===== config.mk =====
export PLATFORM = sky130hd
export DESIGN_NAME = prog_loader
export DESIGN_NICKNAME = d
export VERILOG_FILES = /design/src/rtl/prog_loader_pkg.sv /design/src/rtl/loader_addr_cnt.sv /design/src/rtl/prog_loader.sv
export SDC_FILE = /design/constraint.sdc
export NUM_CORES = 1
export LEC_CHECK = 0
export ABC_AREA = 1
export CAP_MARGIN = 25
export CORE_AREA = 2 2 100 102
export CTS_CLUSTER_DIAMETER = 30
export DETAILED_ROUTE_END_ITERATION = 7
export DIE_AREA = 0 0 102 104
export GPL_TIMING_DRIVEN = 0
export PLACE_DENSITY_LB_ADDON = 0.15
export SLEW_MARGIN = 25
export SYNTH_ARGS = -nofsm -noshare
export SYNTH_HDL_FRONTEND = slang
export SYNTH_HIERARCHICAL = 1
export SYNTH_SLANG_ARGS = --single-unit

===== constraint.sdc =====
create_clock -name clk -period 1.6 [get_ports clk]
set_input_delay 0.32 -clock clk [delete_from_list [all_inputs] [get_ports clk]]
set_output_delay 0.32 -clock clk [all_outputs]
set_load 0.1 [all_outputs]

===== src/rtl/prog_loader_pkg.sv =====
// Shared definitions for the program loader: default widths for the
// fetch path, the loader state encoding and a small state helper.
package prog_loader_pkg;

  localparam int DEF_AW = 12;
  localparam int DEF_DW = 8;

  localparam logic [1:0] ST_IDLE  = 2'd0;
  localparam logic [1:0] ST_LOAD  = 2'd1;
  localparam logic [1:0] ST_CHECK = 2'd2;
  localparam logic [1:0] ST_FIN   = 2'd3;

  // True in the states where the loader is consuming bytes.
  function automatic logic is_active(input logic [1:0] st);
    return (st == ST_LOAD) || (st == ST_CHECK);
  endfunction

endpackage


===== src/rtl/loader_addr_cnt.sv =====
// Loadable W-bit counter used both as the write address (counting up,
// wrapping naturally from all-ones back to zero) and as the remaining
// byte count (counting down).
module loader_addr_cnt
  import prog_loader_pkg::*;
#(
  parameter int W = DEF_AW
) (
  input  logic         clk,
  input  logic         reset,
  input  logic         load,
  input  logic [W-1:0] load_val,
  input  logic         en,
  input  logic         down,
  output logic [W-1:0] q
);

  localparam logic [W-1:0] STEP = W'(1);

  // Load has priority over counting; the wrap comes free from modulo-2^W arithmetic.
  always_ff @(posedge clk or negedge reset) begin
    if (!reset) begin
      q <= '0;
    end else if (load) begin
      q <= load_val;
    end else if (en) begin
      q <= down ? (q - STEP) : (q + STEP);
    end
  end

endmodule


===== src/rtl/prog_loader.sv =====
// Program loader: accepts a stream of program bytes after a start request
// and writes them to consecutive program-memory addresses, one write
// issued the cycle after each accepted byte, then pulses done.
// Optional feature macro: PROG_LOADER_CHECKSUM_EN adds a trailing
// checksum byte compared against the modulo-256 sum of the program bytes;
// a mismatch raises err, which stays set until the next accepted start.
module prog_loader
  import prog_loader_pkg::*;
#(
  parameter int AW = DEF_AW,
  parameter int DW = DEF_DW
) (
  input  logic          clk,
  input  logic          reset,
  input  logic          start,
  input  logic [AW-1:0] base_addr,
  input  logic [AW-1:0] length,
  input  logic          in_valid,
  input  logic [DW-1:0] in_byte,
  output logic          in_ready,
  output logic          mem_we,
  output logic [AW-1:0] mem_addr,
  output logic [DW-1:0] mem_wdata,
  output logic          busy,
  output logic          done,
  output logic          err
);

  localparam logic [AW-1:0] LAST_ONE = AW'(1);

  logic [1:0]    state;
  logic [1:0]    state_nxt;
  logic [AW-1:0] addr;
  logic [AW-1:0] count;
  logic          start_acc;
  logic          xfer;
  logic          last_xfer;

  // Start only counts in IDLE; anything arriving while busy or finishing is dropped.
  assign start_acc = (state == ST_IDLE) && start;
  assign xfer      = (state == ST_LOAD) && in_valid;
  assign last_xfer = xfer && (count == LAST_ONE);

`ifdef PROG_LOADER_CHECKSUM_EN
  assign in_ready = is_active(state);
`else
  assign in_ready = (state == ST_LOAD);
`endif
  assign busy = is_active(state);

  loader_addr_cnt #(.W(AW)) u_addr (
    .clk      (clk),
    .reset    (reset),
    .load     (start_acc),
    .load_val (base_addr),
    .en       (xfer),
    .down     (1'b0),
    .q        (addr)
  );

  loader_addr_cnt #(.W(AW)) u_count (
    .clk      (clk),
    .reset    (reset),
    .load     (start_acc),
    .load_val (length),
    .en       (xfer),
    .down     (1'b1),
    .q        (count)
  );

  // Next-state selection; an empty program skips straight to the done pulse.
  always_comb begin
    state_nxt = state;
    case (state)
      ST_IDLE: begin
        if (start) begin
          state_nxt = (length == '0) ? ST_FIN : ST_LOAD;
        end
      end
      ST_LOAD: begin
        if (last_xfer) begin
`ifdef PROG_LOADER_CHECKSUM_EN
          state_nxt = ST_CHECK;
`else
          state_nxt = ST_FIN;
`endif
        end
      end
`ifdef PROG_LOADER_CHECKSUM_EN
      ST_CHECK: begin
        if (in_valid) begin
          state_nxt = ST_FIN;
        end
      end
`endif
      ST_FIN: begin
        state_nxt = ST_IDLE;
      end
      default: begin
        state_nxt = ST_IDLE;
      end
    endcase
  end

  // State register; reset aborts any load in progress.
  always_ff @(posedge clk or negedge reset) begin
    if (!reset) begin
      state <= ST_IDLE;
    end else begin
      state <= state_nxt;
    end
  end

  // Registered write port: one write per accepted byte, one cycle later.
  always_ff @(posedge clk or negedge reset) begin
    if (!reset) begin
      mem_we    <= 1'b0;
      mem_addr  <= '0;
      mem_wdata <= '0;
    end else begin
      mem_we <= xfer;
      if (xfer) begin
        mem_addr  <= addr;
        mem_wdata <= in_byte;
      end
    end
  end

  // Done is registered off FIN so it trails the final write by a cycle.
  always_ff @(posedge clk or negedge reset) begin
    if (!reset) begin
      done <= 1'b0;
    end else begin
      done <= (state == ST_FIN);
    end
  end

`ifdef PROG_LOADER_CHECKSUM_EN
  logic [7:0] checksum;
  logic       chk_xfer;
  logic       err_q;

  assign chk_xfer = (state == ST_CHECK) && in_valid;
  assign err      = err_q;

  // Running modulo-256 sum of the program bytes, restarted on each load.
  always_ff @(posedge clk or negedge reset) begin
    if (!reset) begin
      checksum <= '0;
    end else if (start_acc) begin
      checksum <= '0;
    end else if (xfer) begin
      checksum <= checksum + 8'(in_byte);
    end
  end

  // Sticky error flag, cleared only when the next load is accepted.
  always_ff @(posedge clk or negedge reset) begin
    if (!reset) begin
      err_q <= 1'b0;
    end else if (start_acc) begin
      err_q <= 1'b0;
    end else if (chk_xfer && (8'(in_byte) != checksum)) begin
      err_q <= 1'b1;
    end
  end
`else
  assign err = 1'b0;
`endif

endmodule

==> impl_metrics.toml, run 1 <==
[cells_and_area]
final_common_cell = "nand2_1"
drive_gt1_share_pct = 21.0
nets = 656
antenna_cells = 0
register_area_um2 = 1200
area_delta_synth_final_pct = 46.0
final_util_pct = 50.9
final_cell_mix = "nand2_1, inv_1, dfrtp_1"
multi_input_comb_area_um2 = 2190
fillCellCount = 978

[critical_path]
path_cells = "inv_2 > ha_4 > buf_4"
crit_type = "reg2out"
cp.arrival_ns = 1.29
critPathMaxFanout = 5
crit_path_top_delay_cell = "dfrtp_1"
cp_slowest_stage_delay_ns = 0.40
startpoint_type = "register"
crit_path_end_kind = "output port"
required_ns = 1.28

[placed_design]
gp_congestion = 0.851
place_hpwl_mm = 6.57
dp_slack_ns = -0.598
port_buffers = 59

[power]
p_leak_nw = 2.48
max-vdd-ir-drop_v = 0.00146
power.density_nw_per_um2 = 2260
power_mw = 11.0

[die]
die_y_um = 104
core-area_um2 = 9550
die_area_um2 = 10600
ios = 61
die_w_um = 102
start_util_pct = 34.9
rows = 36

[global_routing]
grt_pass1_vias = 3263
grt_start_max_net_pins = 49
grt_usage_pct = 17.8
grt_pass1_wl_mm = 15.3
grt_overflow = 0
antenna_found_initial = 0

[yosys]
yosysSeqAreaShare_pct = 36.1
synthTopCellsByArea = "dfrtp_1, nand2_1, ha_1"
yosysTopAreaCell = "dfrtp_1"
avgSynthCellArea_um2 = 6.92
ys_types = 27
synthCells = 481
ys_seq_elements = 48
yosysWarnings = 6
syn_area_um2 = 3330
synth_top_area_share_pct = 36.1

[timing]
fin_crit_sh_pct = 101
fmax_mhz = 621
setup_viol_count_final = 1
relSlewSlack_pct = 57.8
worst_slew_pin_slew_ns = 0.633
finalMaxSlewViolations = 0
rsz0062_at_grt = "true"
min_period_ns = 1.61
fin_skew_ns = 0.00798
hold_violations = 0
fin_ws_ns = -0.00987

[hold_path]
hold_path.class = "in2async"

[route]
drtAntennaViolNets = 0
top_layer_used = "met4"
wl_per_cell_um = 12.8
drtIter0Drc = 104
wl_met2_mm = 4.52
firstDrtPassIters = 4
via_count = 3291
wl_mm = 9.32
drc = 0
wl_met3_um = 306
vias_per_cell = 4.51
wl_met1_mm = 4.42

[clock_tree]
cts.sinks = 48
cts_tree = "built"
clockBufferDepth = 2
path_clk_slew_ns = 0.10
numCtsBuffers = 5
clkLatencyLatePin_ns = 0.31
cts_root_buf = "clkbuf_8"
htree_levels = 2
cts_hold_buf = 0

[outcome]
violations = "negative setup slack"
status = "finished, violations left"

[flow_run]
maxCapViolCount = 0
==> state kept, by name, summed over array words and instances (netlist names) <==
register and cells:
u_count/q 12, mem_we 1, state 2, mem_addr 12, u_addr/q 12, mem_wdata 8
done 1
==> per-stage QoR <==
stage	hold WS (ns)	setup TNS, ns	cells	cell area (um^2)
after floorplan	0.0244	-1.42	504	3450
after global placement	0.463	-80.88	696	4200
after detailed placement	0.396	-14.32	696	4200
after CTS	0.0455	-0.00285	720	4550
after global routing	0.0703	-0.198	729	4860
final	0.0205	-0.00987	729	4860
==> layer usage <==
layer	global-route usage [%]	vias up
li1	-	1723
met1	24.1	1499
met2	30.5	62
met3	2.42	7
met4	3.24	0
met5	0	-
==> where the power goes <==
group	internal, mW	switching (mW)	leakage (nW)
Sequential	1.79	0.451	0.597
Clock	0.630	0.465	0.0687
Combinational	2.69	4.95	1.81
Total	5.10	5.86	2.48
==> cells by family after synthesis <==
family                   count (synthesis)  synth area share (%)
adder cells (fa/ha/maj)                 25                  9.84
other                                    2                 0.225
buffers and inverters                   72                  8.83
AND/OR/NAND/NOR                        282                  34.7
XOR/XNOR                                 8                  2.10
flip-flops                              48                  36.1
AO/OA/AOI/OAI                           44                  8.26
==> worst paths after layout <==
check / startpoint / to / slack, ns / depth (start not counted)
min in group clk: mem_addr[6] / mem_addr[6] / 0.49 / 2
worst min-delay path: reset / u_count/q[11] / 0.02 / 1
max in group asynchronous: reset / u_count/q[0] / 1.12 / 1
worst min register to register: mem_addr[6] / mem_addr[6] / 0.49 / 2
worst max-delay path: state[1] / in_ready / -0.01 / 3
worst max register to register: state[1] / u_addr/q[7] / 0.04 / 11
==> critical path, delay by kind of cell, from the launching register on <==
family     cells  cell delay, ns
flops          1            0.40
fa+ha+maj      1            0.18
buf+inv        2            0.40
==> synth_stat cells (all sizes together) <==
master	instances
a21oi	10
a22oi	18
buf	7
clkbuf	2
conb	2
dfrtp	48
fa	2
ha	23
inv	63
nand2	198
nand3	31
nand3b	2
nand4	6
nor2	43
o211ai	4
o21ai	12
or2	2
xnor2	6
xor2	2
==> cell type report <==
class | instances | share of cell area [%]
clock inverters | 3 | 1.41
plain buffers | 9 | 1.98
flip-flops and latches | 48 | 24.7
well taps | 133 | 3.42
clock buffers | 5 | 1.41
inverters | 63 | 5.09
repair buffers | 84 | 17.0
multi-input cells | 384 | 44.9
==> repair_timing <==
action | CTS | global route
setup buffers | 14 | 9
resized for setup | 98 | 67
setup endpoints to repair | 48 | 31
gates cloned | 2 | 0
pin swaps | 3 | 15
No activity file was read; power rests on OpenSTA's default activity.
==> inputs of run 2 (changes only) <==
--- a/config.mk
+++ b/config.mk
@@ -12,9 +12,10 @@
 export DETAILED_ROUTE_END_ITERATION = 7
 export DIE_AREA = 0 0 102 104
 export GPL_TIMING_DRIVEN = 0
-export PLACE_DENSITY_LB_ADDON = 0.15
+export PLACE_DENSITY = 0.7
 export SLEW_MARGIN = 25
 export SYNTH_ARGS = -nofsm -noshare
 export SYNTH_HDL_FRONTEND = slang
 export SYNTH_HIERARCHICAL = 1
 export SYNTH_SLANG_ARGS = --single-unit
+export TNS_END_PERCENT = 10
==> run 2 against run 1 <==
Against the previous run: the run now ends clean; hold slack improved by 0.0047 ns; non-clock buffer count shrank 3; cell area decreased by 1.6%; clock skew is 0.0063 ns lower; critical path depth increased by 6; routed wire length up 1.1%; register-to-register slack got worse by 0.03 ns; sequential power increased by 2%; via count rose by 4.8%; critical endpoint is now u_count/q[1]; largest cell class unchanged; highest routed layer unchanged.
==> impl_metrics.toml, run 2 (same netlist as run 1, synthesis figures left out) <==
[clock_tree]
cts_tree = "built"
htree_levels = 2
cts_hold_buf = 0
path_clk_slew_ns = 0.09
clockBufferDepth = 2
cts_root_buf = "clkbuf_8"
clkLatencyLatePin_ns = 0.30
numCtsBuffers = 5
cts.sinks = 48

[critical_path]
crit_type = "reg2reg"
critPathMaxFanout = 10
required_ns = 1.81
cp.arrival_ns = 1.80
startpoint_type = "register"
crit_path_end_kind = "register"

[route]
firstDrtPassIters = 4
drtAntennaViolNets = 0
via_count = 3449
vias_per_cell = 4.74
wl_per_cell_um = 13.0
drtIter0Drc = 139
drc = 0
wl_mm = 9.42

[timing]
finalMaxSlewViolations = 0
relSlewSlack_pct = 57.6
worst_slew_pin_slew_ns = 0.635
rsz0062_at_grt = "true"
fmax_mhz = 630
hold_violations = 0
setup_viol_count_final = 0
hold_ws_ns = 0.0252
fin_ws_ns = 0.0125
fin_crit_sh_pct = 99.2
min_period_ns = 1.59
fin_skew_ns = 0.00167

[hold_path]
hold_path.class = "in2async"

[global_routing]
grt_start_max_net_pins = 49
grt_pass1_vias = 3318
antenna_found_initial = 0
grt_overflow = 0
grt_usage_pct = 17.2
grt_pass1_wl_mm = 14.7

[power]
power_switching_mw = 5.79
pwr-share-clk_pct = 8.3
max-vdd-ir-drop_v = 0.00102
p_int_mw = 4.88
switching_share_pct = 54.3
p_leak_nw = 2.44
comb_power_share_pct = 70.4
p_seq_share_pct = 21.4
power.density_nw_per_um2 = 2230

[cells_and_area]
fillCellCount = 965
final_common_cell = "nand2_1"
antenna_cells = 0
reg_top3 = "mem_addr x12, u_addr/q x12, u_count/q x12"
drive_gt1_share_pct = 19.5
multi_input_comb_area_um2 = 2130
nets = 654
final_cell_mix = "nand2_1, inv_1, dfrtp_1"
register_area_um2 = 1200
final_util_pct = 50.1
area_delta_synth_final_pct = 43.7

[placed_design]
place_hpwl_mm = 6.61
port_buffers = 59
dp_slack_ns = -0.632
gp_congestion = 0.889

[die]
start_util_pct = 34.9
rows = 36
die_w_um = 102
die_y_um = 104
core-area_um2 = 9550
ios = 61
die_area_um2 = 10600

[flow_run]
maxCapViolCount = 0

[outcome]
status = "finished, final reports clean"
==> run 2: power by group through the flow <==
| stage | Sequential (mW) | Combinational, mW | Clock (mW) |
|---|---|---|---|
| final | 2.28 | 7.51 | 0.880 |
| after detailed placement | 2.25 | 6.47 | 0 |
| after floorplan | 3.85 | 3.42 | 0 |
| after global routing | 2.37 | 8.16 | 0.955 |
| after global placement | 2.24 | 6.38 | 0 |
| after CTS | 2.24 | 6.60 | 0.903 |
==> run 2: critical path, stage by stage, from the launching register on <==
cell,delay (ns)
dfrtp_1,0.40
inv_2,0.08
ha_4,0.18
nand2_4,0.08
clkinvlp_4,0.15
buf_12,0.16
nor2_4,0.12
buf_8,0.15
nand2_1,0.05
o211ai_1,0.11
==> run 2: worst paths after layout <==
check                      cells after the start          from           end  slack (ns)
max                                            9      state[1]  u_count/q[1]        0.01
min                                            1         reset  mem_wdata[1]        0.03
max reg2reg                                    9      state[1]  u_count/q[1]        0.01
min reg2reg                                    2  mem_wdata[6]  mem_wdata[6]        0.49
max in group asynchronous                      1         reset   u_addr/q[0]        1.10
min in group clk                               2  mem_wdata[6]  mem_wdata[6]        0.49
==> run 2: routing by layer <==
layer / GRT usage (%) / up-vias / wire length (um)
li1: - / 1715 / -
met1: 22.1 / 1643 / 4090
met2: 30.1 / 83 / 4890
met3: 1.68 / 8 / 328
met4: 4.95 / 0 / 116
met5: 0 / - / 0
==> run 2: area by class of cell <==
cell class                 count  area share [%]
inverter                      63            5.12
buffer                         9            2.12
clock buffer                   6            1.52
timing repair inverter         1           0.157
sequential                    48            25.2
clock inverter                 2           0.732
tap                          133            3.48
timing repair buffer          81            17.2
multi-input combinational    384            44.5
==> run 2: through the flow <==
stage	TNS (ns)	cell area, um^2	total power [mW]	std cells
after global placement	-78.72	4200	8.61	696
after CTS	-2.43	4400	9.74	709
after detailed placement	-15.04	4200	8.72	696
after floorplan	-1.42	3450	7.28	504
after global routing	-1.47	4790	11.5	727
final	0	4790	10.7	727
==> run 2: what timing repair did <==
item | CTS | global route
endpoints found under the setup margin | 48 | 27
resized for setup | 92 | 50
pin swaps | 1 | 8
cloned | 1 | 2
buffers inserted | 4 | 16
